$ cat config.mk
export PLATFORM = sky130hd
export DESIGN_NAME = ex_stage
export DESIGN_NICKNAME = d
export VERILOG_FILES = /design/src/rtl/ex_stage.sv
export SDC_FILE = /design/constraint.sdc
export NUM_CORES = 2
export LEC_CHECK = 0
export CELL_PAD_IN_SITES_DETAIL_PLACEMENT = 0
export CELL_PAD_IN_SITES_GLOBAL_PLACEMENT = 1
export CORE_ASPECT_RATIO = 0.8
export CORE_MARGIN = 2
export CORE_UTILIZATION = 40
export CTS_CLUSTER_DIAMETER = 40
export CTS_CLUSTER_SIZE = 28
export DETAILED_ROUTE_END_ITERATION = 7
export PLACE_DENSITY = 0.79
export SLEW_MARGIN = 25
export SYNTH_ARGS = -nofsm -noshare
export SYNTH_HDL_FRONTEND = slang
export SYNTH_SLANG_ARGS = --single-unit
$ cat constraint.sdc
create_clock -name clk -period 14.85 [get_ports clk]
set_input_delay 2.97 -clock clk [delete_from_list [all_inputs] [get_ports clk]]
set_output_delay 2.97 -clock clk [all_outputs]
set_load 0.05 [all_outputs]
$ cat src/rtl/ex_stage.sv
// ex_stage: execute stage of the 5-stage MIPS pipeline.
// Registers the ID->EX bus, runs the ALU, drives the data-SRAM request,
// exposes the EX forwarding tap, and owns HI/LO plus a 32-step restoring
// divider.
// Optional feature macro: EX_MULT_EN (single-cycle MULT/MULTU into HI/LO).
//
// Handshake: stallreq_for_ex is high while a DIV/DIVU sits in EX and its
// result is not ready. The pipeline controller answers through stall[];
// stall[2]=1 with stall[3]=1 holds EX, stall[2]=1 with stall[3]=0 loads
// a bubble, and stall[2]=0 lets EX advance and commit HI/LO.
module ex_stage #(
    parameter int ID_TO_EX_WD  = 159,
    parameter int EX_TO_MEM_WD = 76,
    parameter int STALL_WD     = 6
) (
    input  logic                    clk,
    input  logic                    rst,
    input  logic [STALL_WD-1:0]     stall,
    input  logic [ID_TO_EX_WD-1:0]  id_to_ex_bus,
    output logic [EX_TO_MEM_WD-1:0] ex_to_mem_bus,
    output logic                    data_sram_en,
    output logic [3:0]              data_sram_wen,
    output logic [31:0]             data_sram_addr,
    output logic [31:0]             data_sram_wdata,
    output logic                    ex_wreg,
    output logic [4:0]              ex_waddr,
    output logic [31:0]             ex_wdata,
    output logic                    stallreq_for_ex,
    output logic [1:0]              div_state
);

    typedef enum logic [1:0] {
        S_IDLE = 2'd0,
        S_RUN  = 2'd1,
        S_DONE = 2'd2
    } div_state_t;

    logic [ID_TO_EX_WD-1:0] id_ex_q;

    logic [31:0] pc, inst, rdata1, rdata2;
    logic [11:0] alu_op;
    logic [2:0]  sel_alu_src1;
    logic [3:0]  sel_alu_src2;
    logic        data_ram_en, rf_we, sel_rf_res;
    logic [3:0]  data_ram_wen;
    logic [4:0]  rf_waddr;

    // Pipeline register: async clear, bubble on EX-stall/MEM-go, hold on full stall.
    always_ff @(posedge clk or negedge rst) begin
        if (!rst)                     id_ex_q <= '0;
        else if (stall[2] && !stall[3]) id_ex_q <= '0;
        else if (!stall[2])           id_ex_q <= id_to_ex_bus;
    end

    assign pc           = id_ex_q[158:127];
    assign inst         = id_ex_q[126:95];
    assign alu_op       = id_ex_q[94:83];
    assign sel_alu_src1 = id_ex_q[82:80];
    assign sel_alu_src2 = id_ex_q[79:76];
    assign data_ram_en  = id_ex_q[75];
    assign data_ram_wen = id_ex_q[74:71];
    assign rf_we        = id_ex_q[70];
    assign rf_waddr     = id_ex_q[69:65];
    assign sel_rf_res   = id_ex_q[64];
    assign rdata1       = id_ex_q[63:32];
    assign rdata2       = id_ex_q[31:0];

    // Operand muxes are AND-OR so an empty select yields zero.
    logic [31:0] src1, src2;
    assign src1 = ({32{sel_alu_src1[0]}} & rdata1)
                | ({32{sel_alu_src1[1]}} & pc)
                | ({32{sel_alu_src1[2]}} & {27'd0, inst[10:6]});
    assign src2 = ({32{sel_alu_src2[0]}} & rdata2)
                | ({32{sel_alu_src2[1]}} & {{16{inst[15]}}, inst[15:0]})
                | ({32{sel_alu_src2[2]}} & 32'd8)
                | ({32{sel_alu_src2[3]}} & {16'd0, inst[15:0]});

    logic [31:0] add_r, sub_r, slt_r, sltu_r, sll_r, srl_r, sra_r, lui_r, alu_res;
    assign add_r  = src1 + src2;
    assign sub_r  = src1 - src2;
    assign slt_r  = {31'd0, $signed(src1) < $signed(src2)};
    assign sltu_r = {31'd0, src1 < src2};
    assign sll_r  = src2 << src1[4:0];
    assign srl_r  = src2 >> src1[4:0];
    assign sra_r  = $unsigned($signed(src2) >>> src1[4:0]);
    assign lui_r  = {src2[15:0], 16'h0};

    assign alu_res = ({32{alu_op[11]}} & add_r)
                   | ({32{alu_op[10]}} & sub_r)
                   | ({32{alu_op[9]}}  & slt_r)
                   | ({32{alu_op[8]}}  & sltu_r)
                   | ({32{alu_op[7]}}  & (src1 & src2))
                   | ({32{alu_op[6]}}  & ~(src1 | src2))
                   | ({32{alu_op[5]}}  & (src1 | src2))
                   | ({32{alu_op[4]}}  & (src1 ^ src2))
                   | ({32{alu_op[3]}}  & sll_r)
                   | ({32{alu_op[2]}}  & srl_r)
                   | ({32{alu_op[1]}}  & sra_r)
                   | ({32{alu_op[0]}}  & lui_r);

    // HI/LO instruction decode (SPECIAL opcode, function field).
    logic special, op_div, op_divu, op_any_div, op_mfhi, op_mflo, op_mthi, op_mtlo;
    assign special    = (inst[31:26] == 6'd0);
    assign op_div     = special && (inst[5:0] == 6'b011010);
    assign op_divu    = special && (inst[5:0] == 6'b011011);
    assign op_mfhi    = special && (inst[5:0] == 6'b010000);
    assign op_mflo    = special && (inst[5:0] == 6'b010010);
    assign op_mthi    = special && (inst[5:0] == 6'b010001);
    assign op_mtlo    = special && (inst[5:0] == 6'b010011);
    assign op_any_div = op_div | op_divu;

    logic [31:0] hi_q, lo_q;

    // Divider state and datapath.
    div_state_t  state_q, state_d;
    logic [4:0]  cnt_q;
    logic [31:0] quo_q, rem_q, dvs_q;
    logic        neg_quo_q, neg_rem_q;
    logic [31:0] abs_a, abs_b;
    logic [32:0] shifted, diff;
    logic        fits;
    logic [31:0] div_hi, div_lo;

    assign abs_a   = (op_div && rdata1[31]) ? (32'd0 - rdata1) : rdata1;
    assign abs_b   = (op_div && rdata2[31]) ? (32'd0 - rdata2) : rdata2;
    assign shifted = {rem_q, quo_q[31]};
    assign diff    = shifted - {1'b0, dvs_q};
    assign fits    = ~diff[32];
    assign div_hi  = neg_rem_q ? (32'd0 - rem_q) : rem_q;
    assign div_lo  = neg_quo_q ? (32'd0 - quo_q) : quo_q;

    // Divider state register.
    always_ff @(posedge clk or negedge rst) begin
        if (!rst) state_q <= S_IDLE;
        else      state_q <= state_d;
    end

    // Divider next-state: zero divisor skips straight to DONE.
    always_comb begin
        state_d = state_q;
        case (state_q)
            S_IDLE: if (op_any_div) state_d = (rdata2 == 32'd0) ? S_DONE : S_RUN;
            S_RUN:  if (cnt_q == 5'd31) state_d = S_DONE;
            S_DONE: if (!stall[2]) state_d = S_IDLE;
            default: state_d = S_IDLE;
        endcase
    end

    // Divider datapath: latch magnitudes, then one restoring step per cycle.
    always_ff @(posedge clk or negedge rst) begin
        if (!rst) begin
            cnt_q     <= 5'd0;
            quo_q     <= 32'd0;
            rem_q     <= 32'd0;
            dvs_q     <= 32'd0;
            neg_quo_q <= 1'b0;
            neg_rem_q <= 1'b0;
        end else begin
            case (state_q)
                S_IDLE: begin
                    if (op_any_div) begin
                        cnt_q <= 5'd0;
                        if (rdata2 == 32'd0) begin
                            quo_q     <= 32'hFFFF_FFFF;
                            rem_q     <= rdata1;
                            neg_quo_q <= 1'b0;
                            neg_rem_q <= 1'b0;
                        end else begin
                            quo_q     <= abs_a;
                            rem_q     <= 32'd0;
                            dvs_q     <= abs_b;
                            neg_quo_q <= op_div & (rdata1[31] ^ rdata2[31]);
                            neg_rem_q <= op_div & rdata1[31];
                        end
                    end
                end
                S_RUN: begin
                    rem_q <= fits ? diff[31:0] : shifted[31:0];
                    quo_q <= {quo_q[30:0], fits};
                    cnt_q <= cnt_q + 5'd1;
                end
                default: ;
            endcase
        end
    end

`ifdef EX_MULT_EN
    logic        op_mult, op_multu;
    logic [63:0] prod;
    assign op_mult  = special && (inst[5:0] == 6'b011000);
    assign op_multu = special && (inst[5:0] == 6'b011001);
    assign prod = op_mult ? ({{32{rdata1[31]}}, rdata1} * {{32{rdata2[31]}}, rdata2})
                          : ({32'd0, rdata1} * {32'd0, rdata2});
`endif

    // HI/LO commit when EX advances; a finished division takes priority.
    always_ff @(posedge clk or negedge rst) begin
        if (!rst) begin
            hi_q <= 32'd0;
            lo_q <= 32'd0;
        end else if (!stall[2]) begin
            if (state_q == S_DONE) begin
                hi_q <= div_hi;
                lo_q <= div_lo;
            end else if (op_mthi) begin
                hi_q <= rdata1;
            end else if (op_mtlo) begin
                lo_q <= rdata1;
            end
`ifdef EX_MULT_EN
            else if (op_mult || op_multu) begin
                hi_q <= prod[63:32];
                lo_q <= prod[31:0];
            end
`endif
        end
    end

    logic [31:0] ex_result;
    logic        rf_we_o;
    logic [4:0]  rf_waddr_o;
    assign ex_result  = op_mfhi ? hi_q : (op_mflo ? lo_q : alu_res);
    assign rf_we_o    = rf_we | op_mfhi | op_mflo;
    assign rf_waddr_o = (op_mfhi | op_mflo) ? inst[15:11] : rf_waddr;

    assign ex_to_mem_bus   = {pc, data_ram_en, data_ram_wen, sel_rf_res,
                              rf_we_o, rf_waddr_o, ex_result};
    assign data_sram_en    = data_ram_en;
    assign data_sram_wen   = data_ram_wen;
    assign data_sram_addr  = alu_res;
    assign data_sram_wdata = rdata2;
    assign ex_wreg         = rf_we_o;
    assign ex_waddr        = rf_waddr_o;
    assign ex_wdata        = ex_result;
    assign stallreq_for_ex = op_any_div && (state_q != S_DONE);
    assign div_state       = state_q;

    logic unused_ok;
    assign unused_ok = ^{stall[STALL_WD-1:4], stall[1:0], inst[25:16]};

endmodule

Word level (Yosys, flattened, before mapping) --
Index checks and enable logic that the tools add are counted.
Cells by class: multiplexer cells 30, $add $sub $neg 8, bitwise gates (word level) 48, multipliers 0, div/mod/pow operators 0, shift-type cells 3, order comparisons 2, equality and inequality tests 15, reduce and logical (&&, ||, !) cells 23
Operator list (count):
- two-way mux 32 bit | 16
- OR 32 bit | 16
- AND 32 bit | 15
- two-way mux 159 bit | 2
- one-hot mux 32 bit (2 select lines) | 2
- subtractor 1 x 32 -> 32 bit (first input constant) | 4
- AND 32 x 1 -> 32 bit | 2
- less-than comparator 32 bit | 2
- == test 6 x 5 -> 1 bit (second input constant) | 6
- subtractor 33 x 32 -> 33 bit | 1
- adder 32 bit | 1
- AND 32 x 16 -> 32 bit | 1
- AND 32 x 5 -> 32 bit | 1
- logical NOT 32 bit | 1
- inverter 32 bit | 1
- OR 32 x 4 -> 32 bit | 1
- << shifter 32 x 5 -> 32 bit | 1
- >> shifter 32 x 5 -> 32 bit | 1
- >>> shifter 32 x 5 -> 32 bit | 1
- subtractor 32 bit | 1
- XOR 32 bit | 1
- logical AND 1 bit | 10
- two-way mux 5 bit | 2
- one-hot mux 5 bit (2 select lines) | 1
- 19 further kinds | 39
Storage, ports and cells: RAM bits 0, input port bits 167, output and inout bits 186, ROM bits 0, bits in latches 0, memories 0, logic and storage cells 139, register bits after elaboration 328

Logic depth before layout (Yosys ltp) --
depth after elaboration 19, gate-level depth with buffers 19, gate-level depth less buffers 13

Least setup slack after synthesis --
Ideal clock, no wire load.
path kind register to output, start point register id_ex_q[80], end point output ex_wdata[20], stages on the path, launching flop included 20, slack 6598 ps, buffers on the path 7, arrival time 5282 ps, data required time 11880 ps, cell sequence dfrtp_1 buf_6 buf_2 a222oi_1 buf_2 inv_1 buf_2 buf_1 buf_1 ha_1 nor2_1 a211o_1 a311o_1 a21o_1 a21boi_1 a21oi_1 a21boi_0 mux2_2 a31oi_1 buf_4
Between the ends: longest elaborated chain between the ends 18, elaborated cells on any way between the ends 34, those cells by class add/sub: 2; shift: 3; mux: 2; bitwise: 27
RTL lines:
- start, declared | RTL line 38 | logic [ID_TO_EX_WD-1:0] id_ex_q;
- start signal, assigned | RTL line 52 | else if (!stall[2]) id_ex_q <= id_to_ex_bus;
- AND 32 bit (*) | RTL line 70 | assign src1 = ({32{sel_alu_src1[0]}} & rdata1)
- OR 32 bit (*) | RTL line 71 | | ({32{sel_alu_src1[1]}} & pc)
- OR 32 bit (*) | RTL line 72 | | ({32{sel_alu_src1[2]}} & {27'd0, inst[10:6]});
- adder 32 bit / subtractor 32 bit (equally long branches) | RTL line 79, 80
- AND 32 bit (on tied branches) | RTL line 88, 89
- OR 32 bit | RTL line 89 | | ({32{alu_op[10]}} & sub_r)
- OR 32 bit | RTL line 90 | | ({32{alu_op[9]}} & slt_r)
- OR 32 bit | RTL line 91 | | ({32{alu_op[8]}} & sltu_r)
- OR 32 bit | RTL line 92 | | ({32{alu_op[7]}} & (src1 & src2))
- OR 32 bit | RTL line 93 | | ({32{alu_op[6]}} & ~(src1 | src2))
- OR 32 bit | RTL line 94 | | ({32{alu_op[5]}} & (src1 | src2))
- OR 32 bit | RTL line 95 | | ({32{alu_op[4]}} & (src1 ^ src2))
- OR 32 bit | RTL line 96 | | ({32{alu_op[3]}} & sll_r)
- OR 32 bit | RTL line 97 | | ({32{alu_op[2]}} & srl_r)
- OR 32 bit (*) | RTL line 98 | | ({32{alu_op[1]}} & sra_r)
- OR 32 bit (*) | RTL line 99 | | ({32{alu_op[0]}} & lui_r);
- two-way mux 32 bit (*) (2 in series) | RTL line 222 | assign ex_result = op_mfhi ? hi_q : (op_mflo ? lo_q : alu_res);
- end, declared | RTL line 27 | output logic [31:0] ex_wdata,
Mark *: on every way between the ends. The rest lies on a longest branch, timed or not.

Worst setup path in the final report --
start point register id_ex_q[81], end point output ex_to_mem_bus[31]
Between the ends: longest elaborated chain between the ends 18, elaborated cells on any way between the ends 34, those cells by class add/sub: 2; shift: 3; mux: 2; bitwise: 27
RTL lines:
- AND 32 bit (*) | RTL line 71
- OR 32 bit (*) | RTL line 71
- OR 32 bit (*) | RTL line 72
- adder 32 bit / subtractor 32 bit (equally long branches) | RTL line 79, 80
- AND 32 bit (on tied branches) | RTL line 88, 89
- OR 32 bit | RTL line 89
- OR 32 bit | RTL line 90
- OR 32 bit | RTL line 91
- OR 32 bit | RTL line 92
- OR 32 bit | RTL line 93
- OR 32 bit | RTL line 94
- OR 32 bit | RTL line 95
- OR 32 bit | RTL line 96
- OR 32 bit | RTL line 97
- OR 32 bit (*) | RTL line 98
- OR 32 bit (*) | RTL line 99
- two-way mux 32 bit (*) (2 in series) | RTL line 222
- end, declared | RTL line 20 | output logic [EX_TO_MEM_WD-1:0] ex_to_mem_bus,
Marks and branches as above.

==> flow_metrics.py <==
metrics = {
    "cells_and_area": {
        "fill_cells": 7613,
        "drive_above_1_share": 0.0669,
        "nets": 4336,
        "synthToLayoutAreaGrowth_pct": 16.7,
    },
    "route": {
        "drcViolationCount": 0,
        "drt.antenna.violating_nets": 0,
        "firstDrtPassIters": 8,
        "wl_mm": 142,
        "via_count": 32100,
        "routedWlPerCell_um": 28.0,
        "vias_per_cell": 6.31,
        "drt_iter0_drc": 4284,
    },
    "setup_path": {
        "critical_path_class": "reg -> out",
        "worst_setup_path_end_kind": "primary output",
        "crit_arrival_ps": 7860,
        "path_max_fanout": 56,
        "rr_worst_depth": 13,
        "required_ps": 11880,
        "start_kind": "flop",
    },
    "floorplan": {
        "rows": 90,
        "ios": 353,
        "core-area_sq_um": 75000,
        "die_w_um": 311,
        "die_area_sq_um": 77600,
        "chipHeight_um": 250,
        "start_util": 0.402,
    },
    "timing": {
        "setup_viol": 0,
        "max_freq_ghz": 0.0923,
        "tns_ps": 0,
        "skew_ps": 34.0,
        "relSlewSlack": 0.192,
        "period_needed_ps": 10830,
        "post-route-period-util": 0.729,
        "maxSlewViolCount": 0,
        "worst_pin_slew_ps": 1210,
        "whs_ps": 470,
        "rsz0062_at_grt": "false",
        "hold_viol": 0,
    },
    "cts": {
        "clk_path_buf_depth": 3,
        "cts_hold_buf": 0,
        "cts_tree": "built",
        "postCtsSetupRepairBufs": 0,
        "cts_resized": 0,
        "numCtsBuffers": 51,
        "clk_pin_slew_ps": 60,
        "root_buffer": "clkbuf_16",
        "insertion_delay_ps": 640,
        "cts.sinks": 318,
        "ctsHtreeMaxLevel": 2,
    },
    "synth": {
        "syn_avg_cell_area_sq_um": 7.56,
        "ys_seq_elements": 318,
        "yosysWarnings": 0,
        "ys_seq_area_frac": 0.264,
        "async_flop_share": 1.00,
        "synthFlopType": "dfrtp_1",
        "syn_inst": 3986,
        "synth_nets": 4287,
        "synth-edff-count": 0,
        "synth_cell_types": 98,
        "netlist_area_sq_um": 30200,
    },
    "global_route": {
        "grt_max_degree": 140,
        "grt_usage": 0.355,
        "grt_pass1_wl_mm": 207,
        "grt_pass1_vias": 29300,
        "antenna_found_initial": 4,
        "overflow": 0,
    },
    "min_path": {
        "holdPathStages": 2,
        "hp-class": "reg -> reg",
    },
    "job": {
        "cap_violations": 0,
    },
    "power_and_ir_drop": {
        "leakage_nw": 15.2,
        "vdd_drop_max_v": 0.000103,
        "power.density_nw_per_um2": 145,
    },
    "placement": {
        "routabilityCongestion": 1.07,
        "io_buffers": 338,
        "place_hpwl_mm": 106,
    },
    "status": {
        "status": "finished clean",
    },
}
[sequential cells by signal, indices dropped and copies added (netlist names)]
signal,flops
cnt_q,5
div_state,2
dvs_q,32
hi_q,32
id_ex_q,149
lo_q,32
neg_quo_q,1
neg_rem_q,1
quo_q,32
rem_q,32
[cell usage after synthesis (70+ instances only)]
library cell	count	area (sq um)
ha_1	131	1640
mux2i_1	115	1150
inv_1	294	1100
a211oi_1	70	526
clkbuf_1	221	830
nor2_1	276	1040
buf_4	119	893
o21ai_0	360	1800
dfrtp_1	318	7960
nor3_1	85	425
a21o_1	78	586
o31ai_1	100	751
a21oi_1	221	1110
nand3_1	199	996
nand2_1	383	1440
xnor2_1	107	937
[cells by family after synthesis]
| group | synth area share |
|---|---|
| AO/OA/AOI/OAI | 0.287 |
| XOR/XNOR | 0.0476 |
| adder cells (fa/ha/maj) | 0.0564 |
| buffers and inverters | 0.111 |
| flip-flops | 0.264 |
| multiplexers | 0.0472 |
| AND/OR/NAND/NOR | 0.187 |
[per-layer routing]
| metal | track usage | vias to the layer above | wire [um] |
|---|---|---|---|
| li1 | - | 14300 | - |
| met1 | 0.511 | 15400 | 61600 |
| met4 | 0.141 | 2 | 6410 |
| met5 | 0 | - | 16 |
| met2 | 0.472 | 2114 | 54300 |
| met3 | 0.129 | 296 | 20100 |
[final timing paths]
check / from / to / slack [ps]
hold / removal: hi_q[18] / hi_q[18] / 470
setup reg to reg: quo_q[31] / rem_q[21] / 9890
max in group asynchronous: rst / lo_q[5] / 11050
min in group asynchronous: rst / id_ex_q[52] / 2410
setup / recovery: id_ex_q[81] / ex_to_mem_bus[31] / 4020
hold reg to reg: hi_q[18] / hi_q[18] / 470
[cells in the final DEF, fill, tap and decap left out, types with 28 or more instances in the layout]
master,count
mux2i_1,115
o31ai_1,100
o21a_1,29
or3_1,35
a21oi_1,220
xor2_1,57
a221oi_1,62
dfrtp_1,312
nor2_1,275
clkbuf_16,51
inv_1,293
a22oi_1,36
nand2b_1,40
a21o_1,76
clkdlybuf4s50_1,335
a31oi_1,46
nand3_1,199
a22o_1,46
nand2_1,382
and3_1,31
buf_4,90
nor3_1,83
ha_1,131
o21ai_0,360
nor2b_1,31
xnor2_1,107
a211oi_1,70
o211ai_1,28
[worst max-delay path: stages, from the launching register on]
cell and delay, ps:
dfrtp_1 1010, a222oi_1 150, buf_4 320, inv_2 80
buf_4 560, ha_1 470, a21oi_1 260, a21oi_1 160
o31ai_1 660, a31oi_1 370, a21oi_1 740, o21ai_0 200
a211oi_1 400, mux2i_1 310, a2bb2oi_1 540, clkdlybuf4s50_1 920
[report_power, final]
group | leakage, nW | switching, mW | internal [mW]
logic | 10.2 | 1.76 | 0.897
clock network | 0.878 | 0.533 | 0.746
registers | 4.11 | 0.208 | 0.973
total | 15.2 | 2.50 | 2.62
[metrics by stage]
step	setup WS [ps]	util	total power, mW	area, sq um	std cells
2_1_floorplan	6600	-	2.90	30200	3986
3_3_place_gp	5110	0.444	3.75	33300	4993
3_5_place_dp	5120	0.444	3.75	33300	4994
4_1_cts	4390	0.469	5.05	35200	5090
5_1_grt	3810	0.469	5.31	35200	5090
6_report	4020	0.469	5.12	35200	5094
[cell type report]
| class | count | area (sq um) | area share |
|---|---|---|---|
| multi-input cells | 2937 | 18900 | 0.537 |
| flip-flops and latches | 318 | 7970 | 0.226 |
| repair buffers | 429 | 4090 | 0.116 |
| clock buffers | 55 | 1330 | 0.0379 |
| well taps | 1012 | 1270 | 0.0360 |
| inverters | 298 | 1120 | 0.0318 |
| clock inverters | 41 | 494 | 0.0141 |
| diodes | 4 | 10.0 | 0.000285 |
Note: power is estimated with default switching activity, not from simulation.
